## config.mk

```make
export PLATFORM = sky130hd
export DESIGN_NAME = instr_fetch
export DESIGN_NICKNAME = d
export VERILOG_FILES = /design/src/rtl/ifetch_pkg.sv /design/src/rtl/ifetch_fifo.sv /design/src/rtl/instr_fetch.sv
export SDC_FILE = /design/constraint.sdc
export NUM_CORES = 1
export LEC_CHECK = 0
export ABC_AREA = 0
export CORE_MARGIN = 8
export CORE_UTILIZATION = 55
export DETAILED_ROUTE_END_ITERATION = 6
export PLACE_DENSITY = 0.79
export REMOVE_ABC_BUFFERS = 1
export SYNTH_ARGS = -nofsm -noshare
export SYNTH_HDL_FRONTEND = slang
export SYNTH_SLANG_ARGS = --single-unit
```

## constraint.sdc

```tcl
create_clock -name i_clk -period 6.5 [get_ports i_clk]
set_clock_uncertainty 0.15 [all_clocks]
set_input_delay 0.65 -clock i_clk [delete_from_list [all_inputs] [get_ports i_clk]]
set_output_delay 0.65 -clock i_clk [all_outputs]
set_load 0.02 [all_outputs]
```

## src/rtl/ifetch_pkg.sv

```systemverilog
// ----------------------------------------------------------------------------
// ifetch_pkg
// Shared types for the instruction fetch stage:
//   ifetch_state_e  - fetch sequencer states (BOOT, FETCH, FLUSH)
//   ifetch_entry_t  - one prefetch buffer entry, the word together with its PC
//   INSTR_BYTES     - byte stride between consecutive instruction words
//   align_pc()      - forces a byte address onto a word boundary
// ----------------------------------------------------------------------------
package ifetch_pkg;

   localparam int INSTR_BYTES = 4;

   typedef enum logic [1:0] {
      BOOT  = 2'd0,
      FETCH = 2'd1,
      FLUSH = 2'd2
   } ifetch_state_e;

   typedef struct packed {
      logic [31:0] pc;
      logic [31:0] instr;
   } ifetch_entry_t;

   // Redirect targets may carry junk in the two byte-offset bits; fetches are
   // always whole words, so those bits are simply dropped.
   function automatic logic [31:0] align_pc(input logic [31:0] pc);
      return {pc[31:2], 2'b00};
   endfunction

endpackage

```

## src/rtl/ifetch_fifo.sv

```systemverilog
// ----------------------------------------------------------------------------
// ifetch_fifo
// Small synchronous FIFO holding fetched instruction words with their PC.
// Push and pop may happen in the same cycle at any occupancy, including full.
// A clear empties the FIFO on the next edge and overrides push/pop.
//
// Parameters:
//   DEPTH     number of entries, power of two, >= 2
// Ports:
//   clk       clock
//   rst       asynchronous active-high reset, empties the FIFO
//   push      write wr_entry at the tail
//   wr_entry  entry to write
//   pop       drop the head entry
//   clear     discard all entries
//   rd_entry  head entry (meaningful when !empty)
//   count     number of valid entries, 0..DEPTH
//   empty     count == 0
//   full      count == DEPTH
// ----------------------------------------------------------------------------
module ifetch_fifo
   import ifetch_pkg::*;
#(
   parameter int DEPTH = 4
) (
   input  logic                     clk,
   input  logic                     rst,
   input  logic                     push,
   input  ifetch_entry_t            wr_entry,
   input  logic                     pop,
   input  logic                     clear,
   output ifetch_entry_t            rd_entry,
   output logic [$clog2(DEPTH):0]   count,
   output logic                     empty,
   output logic                     full
);

   localparam int AW = $clog2(DEPTH);
   localparam int CW = AW + 1;

   ifetch_entry_t    mem [DEPTH];
   logic [AW-1:0]    wr_ptr;
   logic [AW-1:0]    rd_ptr;
   logic             do_push;
   logic             do_pop;

   // A pop frees the head slot in the same edge, so a push into a full FIFO
   // is fine as long as a pop accompanies it.
   always_comb begin
      do_pop  = pop && !empty;
      do_push = push && (!full || do_pop);
   end

   assign empty    = (count == '0);
   assign full     = (count == CW'(DEPTH));
   assign rd_entry = mem[rd_ptr];

   // Pointer and occupancy bookkeeping; clear takes priority over any
   // concurrent push or pop so a redirect never lets a stale word through.
   always_ff @(posedge clk or posedge rst) begin
      if (rst) begin
         wr_ptr <= '0;
         rd_ptr <= '0;
         count  <= '0;
      end else if (clear) begin
         wr_ptr <= '0;
         rd_ptr <= '0;
         count  <= '0;
      end else begin
         if (do_push) begin
            wr_ptr <= wr_ptr + AW'(1);
         end
         if (do_pop) begin
            rd_ptr <= rd_ptr + AW'(1);
         end
         unique case ({do_push, do_pop})
            2'b10:   count <= count + CW'(1);
            2'b01:   count <= count - CW'(1);
            default: count <= count;
         endcase
      end
   end

   // Entry storage carries no reset; the pointers alone decide what is valid.
   always_ff @(posedge clk) begin
      if (do_push && !clear) begin
         mem[wr_ptr] <= wr_entry;
      end
   end

   // The upstream credit scheme must never offer a word with nowhere to go.
   assert property (@(posedge clk) disable iff (rst)
      !(push && full && !pop && !clear));

endmodule

```

## src/rtl/instr_fetch.sv

```systemverilog
// ----------------------------------------------------------------------------
// instr_fetch
// Instruction fetch stage sitting in front of the instruction port of the
// on-chip memory. It issues sequential word fetches from a PC, tracks how many
// requests are still in flight, buffers returned words together with their PC
// in a small FIFO and hands them to decode over a valid/ready interface.
// A redirect (branch, jump, trap) drops everything buffered and makes any
// words still in flight be thrown away when they come back.
//
// Parameters:
//   RESET_PC     PC of the first fetch after reset
//   FIFO_DEPTH   prefetch entries (power of two, >= 2); also the cap on
//                in-flight plus buffered words
// Ports:
//   i_clk          clock
//   i_rst          asynchronous active-high reset
//   o_instr_addr   word-aligned fetch address
//   o_instr_req    fetch request, one word per asserted cycle
//   i_instr_data   returned instruction word
//   i_instr_ack    response valid, in request order, no backpressure
//   i_redirect     flush and restart fetching at i_redirect_pc
//   i_redirect_pc  new PC, low two bits ignored
//   o_if_valid     head entry valid towards decode
//   o_if_instr     head entry instruction word
//   o_if_pc        head entry PC
//   i_if_ready     decode takes the head entry when valid & ready
// Optional (macro IFETCH_PERF_CNT_EN):
//   o_fetch_cnt    wrapping count of decode handshakes
//   o_discard_cnt  wrapping count of responses dropped while flushing
// ----------------------------------------------------------------------------
module instr_fetch
   import ifetch_pkg::*;
#(
   parameter logic [31:0] RESET_PC   = 32'h0000_0000,
   parameter int          FIFO_DEPTH = 4
) (
   input  logic        i_clk,
   input  logic        i_rst,
   output logic [31:0] o_instr_addr,
   output logic        o_instr_req,
   input  logic [31:0] i_instr_data,
   input  logic        i_instr_ack,
   input  logic        i_redirect,
   input  logic [31:0] i_redirect_pc,
   output logic        o_if_valid,
   output logic [31:0] o_if_instr,
   output logic [31:0] o_if_pc,
   input  logic        i_if_ready
`ifdef IFETCH_PERF_CNT_EN
   ,
   output logic [31:0] o_fetch_cnt,
   output logic [31:0] o_discard_cnt
`endif
);

   localparam int CW = $clog2(FIFO_DEPTH) + 1;
   localparam int SW = CW + 1;

   ifetch_state_e  state;
   logic [31:0]    fetch_pc;
   logic [31:0]    resp_pc;
   logic [CW-1:0]  outstanding;
   logic [CW-1:0]  out_next;

   logic [CW-1:0]  fifo_count;
   logic           fifo_empty;
   logic           fifo_full;
   ifetch_entry_t  head;
   ifetch_entry_t  new_entry;

   logic           credit_ok;
   logic           issue;
   logic           ack_valid;
   logic           push;
   logic           pop;

   // Every word either sits in the FIFO or is still on its way back, so
   // keeping their sum below the depth guarantees a free slot for each
   // response. The sum is one bit wider than either operand so it cannot wrap.
   always_comb begin
      credit_ok = (({1'b0, fifo_count} + {1'b0, outstanding}) < SW'(FIFO_DEPTH));
      issue     = (state == FETCH) && !i_redirect && credit_ok;
   end

   assign o_instr_req  = issue;
   assign o_instr_addr = fetch_pc;

   // A response with nothing outstanding can only be a leftover from before
   // a reset; it is ignored rather than allowed to underflow the counter.
   // Responses are only kept while fetching and not being redirected; in
   // FLUSH they belong to the abandoned stream.
   always_comb begin
      ack_valid = i_instr_ack && (outstanding != '0);
      push      = ack_valid && (state == FETCH) && !i_redirect;
      pop       = o_if_valid && i_if_ready && !i_redirect;
   end

   // In-flight count after this cycle: a request and a response in the same
   // cycle cancel out.
   always_comb begin
      out_next = outstanding;
      unique case ({issue, ack_valid})
         2'b10:   out_next = outstanding + CW'(1);
         2'b01:   out_next = outstanding - CW'(1);
         default: out_next = outstanding;
      endcase
   end

   always_ff @(posedge i_clk or posedge i_rst) begin
      if (i_rst) begin
         outstanding <= '0;
      end else begin
         outstanding <= out_next;
      end
   end

   // Sequencer. BOOT is a single idle cycle after reset. A redirect that
   // leaves words in flight parks the stage in FLUSH until the last of them
   // has returned; looking at the post-cycle count lets fetching resume in
   // the very cycle after the final stale response instead of one later.
   // A redirect while already flushing keeps flushing, only the PC changes.
   always_ff @(posedge i_clk or posedge i_rst) begin
      if (i_rst) begin
         state <= BOOT;
      end else begin
         unique case (state)
            BOOT: begin
               state <= FETCH;
            end
            FETCH, FLUSH: begin
               if ((i_redirect || state == FLUSH) && out_next != '0) begin
                  state <= FLUSH;
               end else begin
                  state <= FETCH;
               end
            end
            default: begin
               state <= BOOT;
            end
         endcase
      end
   end

   // Two PCs advance independently: fetch_pc follows issued requests and
   // resp_pc tags returning words. Both wrap naturally at 2^32 and both jump
   // to the aligned redirect target together.
   always_ff @(posedge i_clk or posedge i_rst) begin
      if (i_rst) begin
         fetch_pc <= RESET_PC;
         resp_pc  <= RESET_PC;
      end else if (i_redirect) begin
         fetch_pc <= align_pc(i_redirect_pc);
         resp_pc  <= align_pc(i_redirect_pc);
      end else begin
         if (issue) begin
            fetch_pc <= fetch_pc + 32'(INSTR_BYTES);
         end
         if (push) begin
            resp_pc <= resp_pc + 32'(INSTR_BYTES);
         end
      end
   end

   assign new_entry = '{pc: resp_pc, instr: i_instr_data};

   ifetch_fifo #(
      .DEPTH (FIFO_DEPTH)
   ) u_fifo (
      .clk      (i_clk),
      .rst      (i_rst),
      .push     (push),
      .wr_entry (new_entry),
      .pop      (pop),
      .clear    (i_redirect),
      .rd_entry (head),
      .count    (fifo_count),
      .empty    (fifo_empty),
      .full     (fifo_full)
   );

   assign o_if_valid = !fifo_empty;
   assign o_if_pc    = head.pc;
   assign o_if_instr = head.instr;

`ifdef IFETCH_PERF_CNT_EN
   logic discard;

   assign discard = ack_valid && (state == FLUSH);

   // Handshakes swallowed by a simultaneous redirect are not counted, since
   // that entry never really reaches decode.
   always_ff @(posedge i_clk or posedge i_rst) begin
      if (i_rst) begin
         o_fetch_cnt   <= '0;
         o_discard_cnt <= '0;
      end else begin
         if (pop) begin
            o_fetch_cnt <= o_fetch_cnt + 32'd1;
         end
         if (discard) begin
            o_discard_cnt <= o_discard_cnt + 32'd1;
         end
      end
   end
`endif

   // Bookkeeping sanity: never more words in flight than the FIFO can hold,
   // and never a response landing on a full FIFO without a pop to make room.
   assert property (@(posedge i_clk) disable iff (i_rst)
      outstanding <= CW'(FIFO_DEPTH));

   assert property (@(posedge i_clk) disable iff (i_rst)
      !(push && fifo_full && !pop));

endmodule
```

After elaboration in Yosys (flattened, before gate mapping). Memories as Yosys holds them, arrays and structs flattened. Index checks and enable logic that the tools add are counted.

Latch bits: 0. Register bits: 76. Input bits: 69. Memories kept: 1. Output and inout port bits: 98. Word-level logic and storage cells: 66. Bits in read-only memories: 0. Bits in writable memories: 256.

Memory list: u_fifo.mem (words 4, bits a word 64, rd ports 1, clocked after memory_dff 0, wr ports 1, RTL line ifetch_fifo.sv:41) `ifetch_entry_t mem [DEPTH];`.

Shifts and indexed selects: 0. Add/sub/neg operators: 9. Divide/modulo/power cells: 0. $lt $le $gt $ge: 1. Multiplexer cells: 15. Bitwise operators: 0. Equality and inequality tests: 7. $mul: 0. Reductions and logical operators: 26.

Operators by type and width (count): 2-to-1 mux 32 bit (4); adder 32 x 3 -> 32 bit, second input constant (2); case mux 3 bit (2 select lines) (2); logical AND 1 bit (11); 2-to-1 mux 2 bit (5); nonzero test 3 bit (3); nonzero test 2 bit (4); adder 3 x 1 -> 3 bit, second input constant (2); == test 2 x 1 -> 1 bit, second input constant (3); == test 2 bit, second input constant (3); subtractor 3 x 1 -> 3 bit, second input constant (2); adder 2 x 1 -> 2 bit, second input constant (2); adder 3 x 3 -> 4 bit (1); < comparator 4 x 3 -> 1 bit, second input constant (1); case mux 2 bit (2 select lines) (1); == test 3 bit, second input constant (1); zero test 1 bit (3); zero test 3 bit (1); 2-to-1 mux 3 bit (1); zero test 2 bit (1); logical OR 1 bit (2); 2-to-1 mux 1 bit (2); OR reduction 2 bit (1).

Depth between registers and ports, before layout. Gate-level depths: netlist of the first run.

Word-level depth: 10. Gate-level depth with buffers: 12. Gate-level depth less buffers: 12.

By module. A second synthesis of the first run with hierarchy kept.

Cell total of the unflattened synthesis: 869. Area, all modules: 13973.4 um^2.

By module, submodules not included: ifetch_fifo (area an instance 9793.1 um^2, times used 1, sequential area each 7862.5 um^2, cells each 399); instr_fetch (area an instance 4180.3 um^2, times used 1, sequential area each 1626.6 um^2, cells each 470).

Worst setup path before layout of the first run. No wires, ideal clock.

Kind: in2reg. Start point: in i_if_ready. End point: mem u_fifo.mem[0][0] (netlist bit) (enable). Setup time: 426 ps. Stages: 4. Data arrival time: 3206 ps. Data required time: 5924 ps. Slack: 2718 ps. Buffers on the path: 1. Cells stage by stage: clkbuf_1 inv_1 a311oi_1 and2_1.

Longest elaborated chain between the ends: 8.

Ends and longest elaborated chain: start: declaration (RTL line instr_fetch.sv:48) `input logic i_if_ready`; logical AND 1 bit (2 in a row) (RTL line instr_fetch.sv:95) `pop = o_if_valid && i_if_ready && !i_redirect;`; logical AND 1 bit (RTL line ifetch_fifo.sv:50) `do_pop = pop && !empty;`; logical OR 1 bit (RTL line ifetch_fifo.sv:51) `do_push = push && (!full || do_pop);`; logical AND 1 bit (RTL line ifetch_fifo.sv:51); logical AND 1 bit (RTL line ifetch_fifo.sv:86) `if (do_push && !clear) begin`; 2-to-1 mux 1 bit (RTL line ifetch_fifo.sv:86); 2-to-1 mux 1 bit (implied by the code) (RTL line ifetch_fifo.sv:87) `mem[wr_ptr] <= wr_entry;`; end: declaration (RTL line ifetch_fifo.sv:41).

No other way between the ends.

Final worst setup path of the first run.
Start point: reg u_fifo.rd_ptr[0]. End point: out o_if_instr[22].

Longest elaborated chain between the ends: 1.

Ends and longest elaborated chain: start: declaration (RTL line ifetch_fifo.sv:43) `logic [AW-1:0] rd_ptr;`; start signal: assignment (RTL line ifetch_fifo.sv:74) `rd_ptr <= rd_ptr + AW'(1);`; memory read (4 x 64 bit); end: declaration (RTL line instr_fetch.sv:46) `output logic [31:0] o_if_instr,`.

No other way between the ends.

==> results of run 1 <==
## logic make-up after synthesis
group,Yosys count,share of synthesized area
AOI/OAI and AO/OA,67,0.0375
DFF,320,0.699
xor gates and xnor gates,50,0.0331
muxes,89,0.128
and+or+nand+nor,162,0.0700
adders and majority gates,15,0.0153
other,1,0.000284
buffers and inverters,48,0.0164
## through the flow
stage	power, W	cells
2_1_floorplan	0.00310	721
3_3_place_gp	0.00349	1209
3_5_place_dp	0.00351	1209
4_1_cts	0.00530	1268
5_1_grt	0.00546	1269
6_report	0.00525	1269
## state kept, by name, summed over array words and instances (netlist names)
name,count
resp_pc,30
outstanding,3
u_fifo.mem,248
o_instr_addr,30
u_fifo.wr_ptr,2
u_fifo.rd_ptr,2
state,2
u_fifo.count,3
## synthesized netlist by cell type (all sizes together), types with 8 or more instances
| library cell | n |
|---|---|
| mux2 | 22 |
| dfrtp | 72 |
| buf | 16 |
| xor2 | 26 |
| a31oi | 8 |
| mux4 | 62 |
| nor2 | 21 |
| or3 | 8 |
| nand4 | 28 |
| inv | 14 |
| nand2 | 25 |
| nor3 | 14 |
| a21oi | 17 |
| ha | 13 |
| clkbuf | 18 |
| nand3 | 21 |
| and3 | 9 |
| edfxtp | 248 |
| and2 | 15 |
| xnor2 | 24 |
## area by class of cell
cell class	instances	area, um^2	share of cell area
Sequential cell	320	9250	0.572
Multi-Input combinational cell	387	3780	0.233
Timing Repair Buffer	169	1670	0.103
Clock buffer	42	922	0.0570
Tap cell	319	399	0.0247
Clock inverter	17	113	0.00696
Inverter	14	52.6	0.00325
Antenna cell	1	2.50	0.000155
## how the worst min path moves through the flow
stage	startpoint	end	slack [ns]	depth (start not counted)
floorplan	resp_pc[28]$_DFFE_PP0N_	u_fifo.mem[0][60]$_DFFE_PP_	0.35	0
detailed placement	u_fifo.wr_ptr[0]$_DFFE_PP0P_	u_fifo.wr_ptr[0]$_DFFE_PP0P_	0.39	1
global route	outstanding[2]$_DFF_PP0_	outstanding[2]$_DFF_PP0_	0.45	1
global placement	u_fifo.wr_ptr[0]$_DFFE_PP0P_	u_fifo.wr_ptr[0]$_DFFE_PP0P_	0.38	1
CTS	u_fifo.wr_ptr[0]$_DFFE_PP0P_	u_fifo.wr_ptr[0]$_DFFE_PP0P_	0.40	1
finish	u_fifo.wr_ptr[0]$_DFFE_PP0P_	u_fifo.wr_ptr[0]$_DFFE_PP0P_	0.40	1
## report_power, final
part	total [W]	internal (W)	switching, W	leakage [nW]
Clock	0.00179	0.00105	0.000741	0.513
Combinational	0.000938	0.000451	0.000487	1.83
Sequential	0.00253	0.00237	0.000159	3.07
## worst register-to-register path, stage by stage (launching register included)
cell and delay [ns]:
dfrtp_1 0.46, ha_1 0.31, or4b_4 0.52, a311oi_4 0.57, inv_1 0.10, ha_1 0.26, fa_1 0.38, xnor2_1 0.17
nor2_1 0.07, xor2_1 0.16, o32a_1 0.35, and2_1 0.16
## layout by cell type, fill, tap and decap left out, types with 4 or more instances in the layout
master	n
a21oi_1	17
a311oi_1	4
a31oi_1	7
and2_1	11
and2_2	4
and3_1	9
and4_1	7
buf_4	9
clkbuf_1	5
clkbuf_16	35
clkdlybuf4s50_1	160
clkinv_1	7
clkinv_2	6
conb_1	4
dfrtp_1	70
edfxtp_1	248
ha_1	13
inv_1	12
mux2_2	22
mux2i_1	5
mux4_2	62
nand2_1	25
nand2b_1	7
nand3_1	19
nand4_1	26
nor2_1	21
nor3_1	12
o21a_1	7
o21ai_0	6
o31a_1	7
or3_1	7
xnor2_1	24
xor2_1	26
## routing by layer
layer	GRT usage	routed length, um
met1	0.265	12200
met2	0.308	13400
met3	0.0470	1970
met4	0.0563	606
met5	0	0
==> flow_metrics.env, run 1 <==
export IMPL_path_cells="buf_4 > mux4_2 > clkdlybuf4s50_1"
export IMPL_synth_cells=752
export IMPL_dieWidth_um=171
export IMPL_drtAntennaViolNets=0
export IMPL_cpPeakStageDelay_ns=0.98
export IMPL_overflow=0
export IMPL_synthToLayoutAreaGrowth_pct=22.4
export IMPL_crit_arrival_ns=3.25
export IMPL_fin_util=0.688
export IMPL_ys_ff_latch=320
export IMPL_synthDistinctLibCells=56
export IMPL_timing_fmax_ghz=0.247
export IMPL_syn_avg_cell_area_um2=17.6
export IMPL_viasPerCell=5.80
export IMPL_postCtsHoldBufs=0
export IMPL_p_leak_nw=5.41
export IMPL_grt_max_degree=73
export IMPL_nFillCells=1618
export IMPL_num_io_pins=167
export IMPL_drive_gt1_frac=0.169
export IMPL_finalHoldViolations=0
export IMPL_path_buf_inv=2
export IMPL_cts_sinks=320
export IMPL_crit_fanout=39
export IMPL_grt_pass1_wl_um=43600
export IMPL_wl_per_cell_um=22.2
export IMPL_dp_worst_setup_slack_ns=2.22
export IMPL_status="complete, no violations"
export IMPL_critical_path_endpoint="o_if_instr[22]"
export IMPL_path_class="flop to output port"
export IMPL_yosysSeqAreaShare=0.699
export IMPL_synth_top_cell_area_share=0.563
export IMPL_initial_core_util=0.562
export IMPL_final_max_slew_viol_count=0
export IMPL_placed_cell_area_um2=15200
export IMPL_clockBufferDepth=3
export IMPL_synthTopCellsByArea="edfxtp_1, dfrtp_1, mux4_2, mux2_2, xor2_1"
export IMPL_drc_errors=0
export IMPL_hold_class="flop to flop"
export IMPL_cts_root_buf="clkbuf_16"
export IMPL_post_cts_buffers=0
export IMPL_worstSkewPairLatency_ns=0.50
export IMPL_htreeDepth=2
export IMPL_setup_tns_ns=0
export IMPL_async_flop_share=0.225
export IMPL_grt_pass1_vias=7591
export IMPL_peakVddDrop_mv=0.200
export IMPL_synth_area_um2=13200
export IMPL_place_congestion=0.800
export IMPL_cts_buffers=34
export IMPL_timing_rr_start="u_fifo.count[2]$_DFFE_PP0P_"
export IMPL_crit_path_start="u_fifo.rd_ptr[0]$_DFFE_PP0P_"
export IMPL_startpoint_type="flop"
export IMPL_numPortBuffers=160
export IMPL_critical_path_top_delay_family="buffers and inverters"
export IMPL_cp_num_cells=3
export IMPL_final_area_um2=16200
export IMPL_core_area_um2=23500
export IMPL_rsz0062_at_grt="false"
export IMPL_power_density_nw_per_um2=324
export IMPL_holdWs_ns=0.404
export IMPL_crit_path_end_kind="output port"
export IMPL_die_area_um2=29300
export IMPL_cap_violations=0
export IMPL_yosysTopAreaCell="edfxtp_1"
export IMPL_antenna_found_initial=1
export IMPL_fin_crit_ns=4.05
export IMPL_setup_viol=0
export IMPL_die_y_um=171
export IMPL_drt_wl_total_um=28200
export IMPL_place_hpwl_um=17900
export IMPL_rows=56
export IMPL_drt_initial_drc_count=522
export IMPL_tightest_slew_ns=0.982
export IMPL_clkTransAtPathRegs_ns=0.06
export IMPL_cts_tree="built"
export IMPL_first_pass_iters=5
export IMPL_final_nets=1010
export IMPL_required_ns=5.70
export IMPL_rrSetupSlack_ns=2.73
export IMPL_ff2ff_path_depth=11
export IMPL_critPathSlowestCell="dfrtp_4"
export IMPL_yosysWarningCount=0
export IMPL_cts_repair_resized=0
export IMPL_fin_crit_sh=0.624
export IMPL_synth_ff_type="edfxtp_1"
export IMPL_synth_enable_flop_cells=248
export IMPL_worst_r2r_endpoint="state[1]$_DFF_PP0_"
export IMPL_gr_usage_all_layers=0.194
export IMPL_setup_slack_ns=2.45
export IMPL_vias=7354
export IMPL_relSlewSlack=0.346
(Power assumes the default switching activity.)
==> run 2, diff against run 1 <==
Clock period 6.5 ns to 3.8 ns, I/O delays scaled along.
==> run 2 against run 1 <==
Critical path depth rose by 2. Sequential share of layout area down 0.47 points. Worst hold slack worse by 0.24 ns. Die area unchanged. Register-to-register slack worse by 2.4 ns. Combinational power is 80% higher. Via count is 1.7% higher. Utilization increased by 0.57 points. Clock power increased by 66%. Sequential power increased by 70%. First-iteration DRC count is 0.19% lower. Clock-buffer cell count fell by 8. Critical endpoint is now o_instr_req.
==> flow_metrics.env, run 2 (synthesized netlist as in run 1, its figures left out) <==
export IMPL_drt_initial_drc_count=521
export IMPL_wl_met3_um=1840
export IMPL_rsz0062_at_grt="false"
export IMPL_layout_common_cells="edfxtp_1, clkdlybuf4s50_1, dfrtp_1"
export IMPL_path_buf_inv=2
export IMPL_dr_wl_met2_um=13700
export IMPL_cts_repair_resized=0
export IMPL_fin_crit_sh=0.917
export IMPL_timing_rr_start="u_fifo.count[2]$_DFFE_PP0P_"
export IMPL_largest_reg_flops=248
export IMPL_rrSetupSlack_ns=0.37
export IMPL_gr_usage_all_layers=0.194
export IMPL_cap_violations=0
export IMPL_first_pass_iters=5
export IMPL_peakVddDrop_mv=0.504
export IMPL_m1WireLength_um=12000
export IMPL_drive_gt1_frac=0.177
export IMPL_clkTransAtPathRegs_ns=0.07
export IMPL_fin_util=0.693
export IMPL_path_class="flop to output port"
export IMPL_antenna_found_initial=1
export IMPL_dr_max_layer_used="met4"
export IMPL_startpoint_type="flop"
export IMPL_grt_pass1_vias=7774
export IMPL_cpPeakStageDelay_ns=0.62
export IMPL_die_area_um2=29300
export IMPL_post_cts_buffers=0
export IMPL_grt_max_degree=58
export IMPL_worst_r2r_endpoint="state[1]$_DFF_PP0_"
export IMPL_cts_buffers=31
export IMPL_finalHoldViolations=0
export IMPL_viasPerCell=5.85
export IMPL_dieWidth_um=171
export IMPL_num_io_pins=167
export IMPL_core_area_um2=23500
export IMPL_status="complete, no violations"
export IMPL_ff2ff_path_depth=11
export IMPL_rows=56
export IMPL_critical_path_top_delay_family="buffers and inverters"
export IMPL_clockBufferDepth=3
export IMPL_cts_sinks=320
export IMPL_regMostFlops="u_fifo.mem"
export IMPL_grt_pass1_wl_um=44000
export IMPL_critPathSlowestCell="clkdlybuf4s50_1"
export IMPL_place_hpwl_um=18300
export IMPL_timing_fmax_ghz=0.287
export IMPL_final_nets=1017
export IMPL_final_common_cell="edfxtp_1"
export IMPL_path_cells="ha_1 > or4b_4 > a311oi_4 > buf_4 > clkdlybuf4s50_1"
export IMPL_drc_errors=0
export IMPL_setup_tns_ns=0
export IMPL_place_congestion=0.841
export IMPL_setup_viol=0
export IMPL_final_max_slew_viol_count=0
export IMPL_relSlewSlack=0.437
export IMPL_drt_wl_total_um=28500
export IMPL_hold_class="input pin to async pin"
export IMPL_numPortBuffers=160
export IMPL_postCtsHoldBufs=0
export IMPL_required_ns=3.27
export IMPL_die_y_um=171
export IMPL_cts_root_buf="clkbuf_16"
export IMPL_vias=7481
export IMPL_crit_fanout=9
export IMPL_p_leak_nw=5.46
export IMPL_power_density_nw_per_um2=549
export IMPL_power_w=0.00897
export IMPL_crit_path_end_kind="output port"
export IMPL_fin_crit_ns=3.49
export IMPL_tightest_slew_ns=0.843
export IMPL_initial_core_util=0.562
export IMPL_wl_per_cell_um=22.3
export IMPL_worstSkewPairLatency_ns=0.56
export IMPL_cts_tree="built"
export IMPL_synthToLayoutAreaGrowth_pct=23.4
export IMPL_overflow=0
export IMPL_htreeDepth=1
export IMPL_crit_arrival_ns=2.96
export IMPL_drtAntennaViolNets=0
## run 2: layout make-up
type	count	area, um^2
sequential	320	9250
fill	1598	7220
multi-input combinational	387	3780
timing repair buffer	179	1860
clock buffer	34	787
tap	319	399
clock inverter	24	195
inverter	14	52.6
antenna	1	2.50
## run 2: worst reg2reg max path, stage by stage, from the launching register on
cell	delay (ns)
dfrtp_1	0.46
ha_1	0.30
or4b_4	0.52
a311oi_4	0.25
inv_1	0.07
ha_1	0.24
fa_1	0.39
xnor2_1	0.18
nor2_1	0.07
xor2_1	0.16
o32a_1	0.35
and2_1	0.17
## run 2: power by group
part / leakage (nW) / total (W) / switching, W / internal, W
registers: 3.07 / 0.00430 / 0.000255 / 0.00405
clock network: 0.489 / 0.00298 / 0.00128 / 0.00169
logic: 1.91 / 0.00169 / 0.000875 / 0.000814
total: 5.46 / 0.00897 / 0.00241 / 0.00655
## run 2: worst max-delay path by stage
stage                                            start                  to  cells after the start
final                      u_fifo.count[2]$_DFFE_PP0P_         o_instr_req                      5
after global routing       u_fifo.count[2]$_DFFE_PP0P_         o_instr_req                      5
after CTS                  u_fifo.count[2]$_DFFE_PP0P_         o_instr_req                      5
after detailed placement   u_fifo.count[2]$_DFFE_PP0P_  state[1]$_DFF_PP0_                     11
after global placement     u_fifo.count[2]$_DFFE_PP0P_  state[1]$_DFF_PP0_                     11
after floorplan           u_fifo.rd_ptr[0]$_DFFE_PP0P_       o_if_instr[0]                      1
## run 2: layer usage
layer | vias up | GRT usage
met2 | 265 | 0.317
li1 | 3349 | -
met4 | 0 | 0.0578
met5 | - | 0
met3 | 51 | 0.0369
met1 | 3816 | 0.263
## run 2: stage by stage
step	hold WS, ns	instance area (um^2)	setup WS (ns)	cells
2_1_floorplan	0.293	13100	0.0177	721
3_3_place_gp	0.385	15300	0.488	1219
3_5_place_dp	0.399	15300	0.414	1219
4_1_cts	0.167	16300	0.299	1277
5_1_grt	0.220	16300	0.238	1278
6_report	0.159	16300	0.314	1278
==> run 3, diff against run 2 <==
Settings changed: SKIP_LAST_GASP set to 1.
==> results of run 3 <==
The final DEF is identical to that of run 2; final timing and power are the same.
